## src/rtl/ibex_acc_interconnect.sv

```systemverilog
// Crossbar between requesting cores and shared functional units: per-unit round-robin
// request arbitration, core-tagged response routing, per-core credits and local decode errors.
module ibex_acc_interconnect #(
    parameter int unsigned NumCores       = 2,
    parameter int unsigned NumAcc         = 2,
    parameter int unsigned AddrWidth      = 32,
    parameter int unsigned IdWidth        = 5,
    parameter int unsigned DataWidth      = 32,
    parameter int unsigned MaxOutstanding = 4,
    localparam int unsigned CW  = (NumCores > 1) ? $clog2(NumCores) : 1,
    localparam int unsigned TW  = IdWidth + CW,
    localparam int unsigned AW  = (NumAcc > 1) ? $clog2(NumAcc) : 1,
    localparam int unsigned CRW = $clog2(MaxOutstanding + 1),
    localparam int unsigned ARW = 3 * DataWidth
) (
    input  logic                          clk_i,
    input  logic                          rst_ni,
    input  logic [NumCores-1:0]           core_req_valid_i,
    output logic [NumCores-1:0]           core_req_ready_o,
    input  logic [NumCores*AddrWidth-1:0] core_req_addr_i,
    input  logic [NumCores*IdWidth-1:0]   core_req_id_i,
    input  logic [NumCores*32-1:0]        core_req_instr_i,
    input  logic [NumCores*ARW-1:0]       core_req_args_i,
    output logic [NumCores-1:0]           core_resp_valid_o,
    input  logic [NumCores-1:0]           core_resp_ready_i,
    output logic [NumCores*IdWidth-1:0]   core_resp_id_o,
    output logic [NumCores-1:0]           core_resp_error_o,
    output logic [NumCores*DataWidth-1:0] core_resp_data_o,
    output logic [NumAcc-1:0]             acc_req_valid_o,
    input  logic [NumAcc-1:0]             acc_req_ready_i,
    output logic [NumAcc*TW-1:0]          acc_req_id_o,
    output logic [NumAcc*32-1:0]          acc_req_instr_o,
    output logic [NumAcc*ARW-1:0]         acc_req_args_o,
    input  logic [NumAcc-1:0]             acc_resp_valid_i,
    output logic [NumAcc-1:0]             acc_resp_ready_o,
    input  logic [NumAcc*TW-1:0]          acc_resp_id_i,
    input  logic [NumAcc-1:0]             acc_resp_error_i,
    input  logic [NumAcc*DataWidth-1:0]   acc_resp_data_i
);

    logic [CW-1:0]        req_ptr  [NumAcc];
    logic [CW-1:0]        hold_idx [NumAcc];
    logic [NumAcc-1:0]    hold_vld;
    logic [AW-1:0]        resp_ptr [NumCores];
    logic [CRW-1:0]       credit   [NumCores];
    logic [NumCores-1:0]  err_vld;
    logic [IdWidth-1:0]   err_id   [NumCores];

    logic [NumCores-1:0]  eligible, bad, req_ready;
    logic [NumCores-1:0]  cand     [NumAcc];
    logic [NumAcc-1:0]    req_valid;
    logic [CW-1:0]        grant    [NumAcc];
    logic [NumAcc*TW-1:0]    acc_id;
    logic [NumAcc*32-1:0]    acc_instr;
    logic [NumAcc*ARW-1:0]   acc_args;

    logic [NumCores-1:0]  resp_valid, from_err, resp_hs;
    logic [AW-1:0]        resp_sel [NumCores];
    logic [CW-1:0]        rcore    [NumAcc];
    logic [NumAcc-1:0]    resp_ready;
    logic [NumCores*IdWidth-1:0]   resp_id;
    logic [NumCores-1:0]           resp_err;
    logic [NumCores*DataWidth-1:0] resp_data;

    always_comb begin
        for (int c = 0; c < NumCores; c++) begin
            eligible[c] = core_req_valid_i[c] && (credit[c] < CRW'(MaxOutstanding));
            bad[c]      = core_req_addr_i[c*AddrWidth +: AddrWidth] >= AddrWidth'(NumAcc);
        end
        for (int a = 0; a < NumAcc; a++) begin
            for (int c = 0; c < NumCores; c++) begin
                cand[a][c] = eligible[c] &&
                             (core_req_addr_i[c*AddrWidth +: AddrWidth] == AddrWidth'(a));
            end
        end
    end

    // A grant stalled by the unit stays with the same core while that core keeps asking.
    always_comb begin
        int idx;
        int g;
        idx       = 0;
        g         = 0;
        req_valid = '0;
        req_ready = '0;
        acc_id    = '0;
        acc_instr = '0;
        acc_args  = '0;
        for (int a = 0; a < NumAcc; a++) begin
            grant[a] = '0;
            if (hold_vld[a] && cand[a][hold_idx[a]]) begin
                req_valid[a] = 1'b1;
                grant[a]     = hold_idx[a];
            end else begin
                for (int k = 0; k < NumCores; k++) begin
                    idx = int'(req_ptr[a]) + k;
                    if (idx >= int'(NumCores)) idx = idx - int'(NumCores);
                    if (!req_valid[a] && cand[a][idx]) begin
                        req_valid[a] = 1'b1;
                        grant[a]     = CW'(idx);
                    end
                end
            end
            g = int'(grant[a]);
            acc_id[a*TW +: TW]      = {grant[a], core_req_id_i[g*IdWidth +: IdWidth]};
            acc_instr[a*32 +: 32]   = core_req_instr_i[g*32 +: 32];
            acc_args[a*ARW +: ARW]  = core_req_args_i[g*ARW +: ARW];
        end
        for (int c = 0; c < NumCores; c++) begin
            req_ready[c] = bad[c] && eligible[c] && !err_vld[c];
        end
        for (int a = 0; a < NumAcc; a++) begin
            if (req_valid[a] && acc_req_ready_i[a]) req_ready[grant[a]] = 1'b1;
        end
    end

    // Pending decode errors beat unit responses; units share a per-core round-robin.
    always_comb begin
        int idx;
        int rc;
        int s;
        idx        = 0;
        rc         = 0;
        s          = 0;
        resp_valid = '0;
        from_err   = '0;
        resp_ready = '0;
        resp_id    = '0;
        resp_err   = '0;
        resp_data  = '0;
        for (int a = 0; a < NumAcc; a++) rcore[a] = acc_resp_id_i[a*TW + IdWidth +: CW];
        for (int c = 0; c < NumCores; c++) begin
            resp_sel[c] = '0;
            if (err_vld[c]) begin
                resp_valid[c] = 1'b1;
                from_err[c]   = 1'b1;
            end else begin
                for (int k = 0; k < NumAcc; k++) begin
                    idx = int'(resp_ptr[c]) + k;
                    if (idx >= int'(NumAcc)) idx = idx - int'(NumAcc);
                    if (!resp_valid[c] && acc_resp_valid_i[idx] && int'(rcore[idx]) == c) begin
                        resp_valid[c] = 1'b1;
                        resp_sel[c]   = AW'(idx);
                    end
                end
            end
            s = int'(resp_sel[c]);
            if (from_err[c]) begin
                resp_id[c*IdWidth +: IdWidth] = err_id[c];
                resp_err[c]                   = 1'b1;
            end else if (resp_valid[c]) begin
                resp_id[c*IdWidth +: IdWidth]     = acc_resp_id_i[s*TW +: IdWidth];
                resp_err[c]                       = acc_resp_error_i[s];
                resp_data[c*DataWidth +: DataWidth] = acc_resp_data_i[s*DataWidth +: DataWidth];
            end
        end
        for (int a = 0; a < NumAcc; a++) begin
            rc = int'(rcore[a]);
            if (rc >= int'(NumCores)) begin
                resp_ready[a] = 1'b1;
            end else begin
                resp_ready[a] = resp_valid[rc] && !from_err[rc] &&
                                (resp_sel[rc] == AW'(a)) && core_resp_ready_i[rc];
            end
        end
    end

    assign resp_hs = resp_valid & core_resp_ready_i;

    always_ff @(posedge clk_i or negedge rst_ni) begin
        if (!rst_ni) begin
            hold_vld <= '0;
            err_vld  <= '0;
            for (int a = 0; a < NumAcc; a++) begin
                req_ptr[a]  <= '0;
                hold_idx[a] <= '0;
            end
            for (int c = 0; c < NumCores; c++) begin
                resp_ptr[c] <= '0;
                credit[c]   <= '0;
                err_id[c]   <= '0;
            end
        end else begin
            for (int a = 0; a < NumAcc; a++) begin
                if (req_valid[a] && acc_req_ready_i[a]) begin
                    req_ptr[a]  <= CW'((int'(grant[a]) + 1) % int'(NumCores));
                    hold_vld[a] <= 1'b0;
                end else begin
                    hold_vld[a] <= req_valid[a];
                    hold_idx[a] <= grant[a];
                end
            end
            for (int c = 0; c < NumCores; c++) begin
                if (req_ready[c] && bad[c]) begin
                    err_vld[c] <= 1'b1;
                    err_id[c]  <= core_req_id_i[c*IdWidth +: IdWidth];
                end else if (resp_hs[c] && from_err[c]) begin
                    err_vld[c] <= 1'b0;
                end
                if (req_ready[c] && !resp_hs[c]) begin
                    credit[c] <= credit[c] + 1'b1;
                end else if (!req_ready[c] && resp_hs[c] && credit[c] != '0) begin
                    credit[c] <= credit[c] - 1'b1;
                end
                if (resp_hs[c] && !from_err[c]) begin
                    resp_ptr[c] <= AW'((int'(resp_sel[c]) + 1) % int'(NumAcc));
                end
            end
        end
    end

    // Everything facing the outside is forced quiet while reset is held.
    assign core_req_ready_o  = rst_ni ? req_ready  : '0;
    assign core_resp_valid_o = rst_ni ? resp_valid : '0;
    assign core_resp_id_o    = rst_ni ? resp_id    : '0;
    assign core_resp_error_o = rst_ni ? resp_err   : '0;
    assign core_resp_data_o  = rst_ni ? resp_data  : '0;
    assign acc_req_valid_o   = rst_ni ? req_valid  : '0;
    assign acc_req_id_o      = rst_ni ? acc_id     : '0;
    assign acc_req_instr_o   = rst_ni ? acc_instr  : '0;
    assign acc_req_args_o    = rst_ni ? acc_args   : '0;
    assign acc_resp_ready_o  = rst_ni ? resp_ready : '0;

endmodule

```

## config.mk

```make
export PLATFORM = sky130hd
export DESIGN_NAME = ibex_acc_interconnect
export DESIGN_NICKNAME = d
export VERILOG_FILES = /design/src/rtl/ibex_acc_interconnect.sv
export SDC_FILE = /design/constraint.sdc
export NUM_CORES = 1
export LEC_CHECK = 0
export ABC_AREA = 1
export BUFFER_PORTS_ARGS = -buffer_cell sky130_fd_sc_hd__buf_4
export CAP_MARGIN = 10
export CORE_AREA = 2 2 296 298
export DETAILED_ROUTE_END_ITERATION = 7
export DIE_AREA = 0 0 298 300
export GPL_TIMING_DRIVEN = 0
export PLACE_DENSITY = 0.3
export SKIP_CTS_REPAIR_TIMING = 1
export SYNTH_ARGS = -nofsm -noshare
export SYNTH_HDL_FRONTEND = slang
export SYNTH_SLANG_ARGS = --single-unit
```

## constraint.sdc

```tcl
create_clock -name clk_i -period 4.1 [get_ports clk_i]
set_input_delay 0 -clock clk_i [delete_from_list [all_inputs] [get_ports clk_i]]
set_output_delay 0 -clock clk_i [all_outputs]
set_load 0.01 [all_outputs]
```

==> flow_results.org <==
** Global route
- In the global route stage, met3 resource usage came out at 0.0387.
- Entering global routing, the biggest net connects 28 pins.
- Initial antenna violation count :: 9
- First-pass GRT wire length :: 95.6 mm
- GR Layer Usage met1 :: 0.173
- For met2 alone, demand over resource in global routing was 0.266.
- After global routing the overflow that remains totals 0.
- The number of global-route vias before repair came to about 13000.
- Total global routing track utilization :: 0.145
- The layer flagged by global routing as most heavily used is met2.

** CTS
- The number of clock buffers added by TritonCTS is 3.
- Clock sinks :: 26
- Clock latency of the later-clocked register in the worst-skew pair :: 0.27 ns
- H-tree lvl count :: 1
- The clock passes through at most 2 buffers.
- Clock-pin slew was measured on the worst setup and hold paths at 0.07 ns.
- Root Buffer :: clkbuf_16
- TritonCTS built the clock tree.

** Power
- Int Pwr :: 1.38 mW
- Sw Ratio :: 0.473
- Power share of the clock group :: 0.114
- PD cells :: approximately 190 nW/µm²
- Sequential power share :: 0.161
- Net Sw Power :: ~1.2 mW
- Of the total power, combinational logic draws 0.725.
- Static leakage power :: 7.29 nW
- Worst-case vdd ir drop :: around 0.19 mV

** Synthesis
- Yosys printed 0 warnings.
- After synthesis, the netlist uses 32 different library cells.
- #FFs+latches synth :: 26
- Leading register cell type out of synthesis :: dfrtp_1
- Area of the mapped netlist :: 6590 µm²
- Fraction of the yosys area taken by sequential cells :: 0.0987
- Mapped Nets :: roughly 1700
- Number of enable flip-flop cells after synthesis :: 0
- Mapped Cells :: 1288
- After synthesis, the mean cell area works out to around 5.1 µm².
- Post-synthesis async set-or-reset flop share :: 1.00

** Worst setup path
- CP arrival :: 3.47 ns
- CP required :: between 4 and 5 ns
- Crit-path max FO :: 27
- For the worst flop-to-flop path, the logic depth is 13.
- Worst Path Class, Setup :: input port to output port
- STA classifies the critical path endpoint as an output port.
- The worst setup path is launched from an input port.

** Detailed routing
- Remaining antenna violation count after routing :: 0
- Using the TritonRoute via totals, the vias-per-cell ratio works out to 3.82.
- WL/cell :: 21.4 µm
- The first TritonRoute pass finished after 8 iterations.
- Wirelength, routed :: 69.1 mm
- Post-route DRC :: 0
- Iteration-0 DRC Markers :: 647
- Across all layers, the routed design uses 12300 vias.

** Timing
- Setup repair after global routing left no endpoint under its margin.
- Setup violations remaining at the end of the flow were counted as 0.
- Pins Over Slew Limit :: 0
- Measured against its own limit, the worst slew margin works out to 0.318.
- On the final layout, the worst hold slack is 0.0602 ns.
- Shortest clock period the worst path allows after layout :: 3.47 ns
- Crit share post-route :: 0.847
- Fin Setup TNS :: 0 ns
- Across the routed clock network, the largest skew measured is 0.00688 ns.
- The number of hold violations in the final report was 0.
- Timing would allow up to 0.288 GHz.
- Final worst-path setup slack :: 0.629 ns
- Pin slew with the least headroom to its limit :: 1.02 ns

** Cells and area
- Fraction of layout instances using a drive strength above 1 :: 0.417
- Net total in the final layout :: about 2500
- Relative to the synthesized area, the layout overhead comes to 113%.
- Measured on the finished design, the core utilization comes to 0.163.
- Finished Layout Cells :: 3229

** Placement
- Placer Congestion :: approximately 0.91
- Total half-perimeter wirelength after legalization and detailed placement :: 60.3 mm
- Before CTS, the worst setup slack after placement is 0.927 ns.
- Port-buffer cells :: 769
- Cell Count Post-Placement :: 3213

** Worst hold path
- Hold path cells :: 3
- The path class of the tightest hold or removal check is input port to flip-flop.

** Floorplanning
- Count of pins on the block boundary :: between 700 and 800
- Row generation in the floorplan step produced approximately 110 rows.
- After floorplanning, the core was sized to cover 86200 µm².
- The floorplan step defined a die boundary enclosing 89400 µm².
- In this run the horizontal extent of the chip is between 200 and 300 µm.
- The initial utilization of the core area, before any placement, comes to 0.0764.
- From bottom edge to top edge, the die measures 300 µm.

** Status
- The run finished with clean final reports.

** Flow run
- Number of violations of the max-capacitance limit :: 0
[layout make-up]
| cell class | instances | area [µm²] |
|---|---|---|
| fill | 10300 | 72200 |
| multi-input combinational | 975 | 4660 |
| clock buffer | 3 | 75.1 |
| buffer | 112 | 621 |
| timing repair buffer | 780 | 5890 |
| tap | 1155 | 1450 |
| clock inverter | 1 | 30.0 |
| sequential | 26 | 651 |
| antenna | 2 | 5.00 |
| inverter | 175 | 657 |
[cells in the mapped netlist (5+ instances only)]
library cell | count | share of area
o21ai_1 | 43 | 0.033
a21oi_1 | 250 | 0.19
nand3_1 | 21 | 0.016
dfrtp_1 | 26 | 0.099
a21oi_2 | 14 | 0.019
o21ai_0 | 274 | 0.21
nor2_1 | 207 | 0.12
nand2_1 | 105 | 0.060
buf_6 | 19 | 0.032
a31oi_1 | 5 | 0.0047
nor3_1 | 33 | 0.025
clkbuf_1 | 48 | 0.027
inv_1 | 172 | 0.098
buf_2 | 39 | 0.030
[power groups by stage]
stage	sequential, mW	combinational (mW)	clock [mW]
floorplan	0.406	0.814	0
global placement	0.425	1.91	0
detailed placement	0.427	1.91	0
CTS	0.422	1.92	0.308
global route	0.437	2.08	0.323
finish	0.420	1.89	0.298
[metrics by stage]
| stage | cell area [µm²] | total power, mW |
|---|---|---|
| finish | 14000 | 2.61 |
| detailed placement | 13800 | 2.34 |
| global route | 14000 | 2.84 |
| floorplan | 6590 | 1.22 |
| CTS | 13900 | 2.65 |
| global placement | 13800 | 2.34 |
[cell families (layout without fill, tap and decap cells)]
group | count (synthesis) | count (layout) | share of synthesized area
AOI/OAI and AO/OA | 591 | 591 | 0.461
DFF | 26 | 26 | 0.0987
muxes | 3 | 3 | 0.00494
other | 0 | 2 | 0
and+or+nand+nor | 379 | 379 | 0.236
buffers and inverters | 287 | 1071 | 0.194
adders and majority gates | 2 | 2 | 0.00608
[state kept, by name (all words and copies together) (netlist names)]
name / flops
credit: 6
req_ptr: 2
hold_idx: 2
resp_ptr: 2
err_id: 10
hold_vld: 2
err_vld: 2
[worst max-delay path, cell delays in order]
cell,delay [ns]
dlygate4sd3_1,0.56
buf_4,0.39
clkbuf_1,0.41
clkbuf_1,0.65
buf_8,0.22
buf_1,0.67
o21ai_0,0.22
nor2_1,0.18
buf_4,0.15
[metal layers]
metal  up-vias  wire (µm)
met5         -         38
met4         6        807
met3        44       5480
met2       590      34900
met1      5842      27900
li1       5857          -
[final timing paths]
| check | to | slack [ns] | from |
|---|---|---|---|
| max | acc_req_instr_o[52] | 0.63 | rst_ni |
| min | err_id[2] | 0.06 | core_req_id_i[7] |
| max reg2reg | credit[2] | 1.64 | credit[2] |
| min reg2reg | err_id[5] | 0.49 | err_id[5] |
| max in group asynchronous | credit[1] | 3.55 | rst_ni |
| min in group asynchronous | err_id[7] | 0.25 | rst_ni |
[cell usage in the layout (no fill, tap or decap), drive strengths merged, types with 3 or more instances in the layout]
| cell type | count |
|---|---|
| o221ai | 4 |
| a21oi | 264 |
| nor3 | 34 |
| nand4 | 3 |
| o21ai | 317 |
| clkbuf | 55 |
| nand3 | 24 |
| nand2 | 108 |
| buf | 830 |
| a31oi | 5 |
| dlygate4sd3 | 10 |
| dfrtp | 26 |
| nor2 | 209 |
| inv | 174 |
No activity file was read; power rests on OpenSTA's default activity.
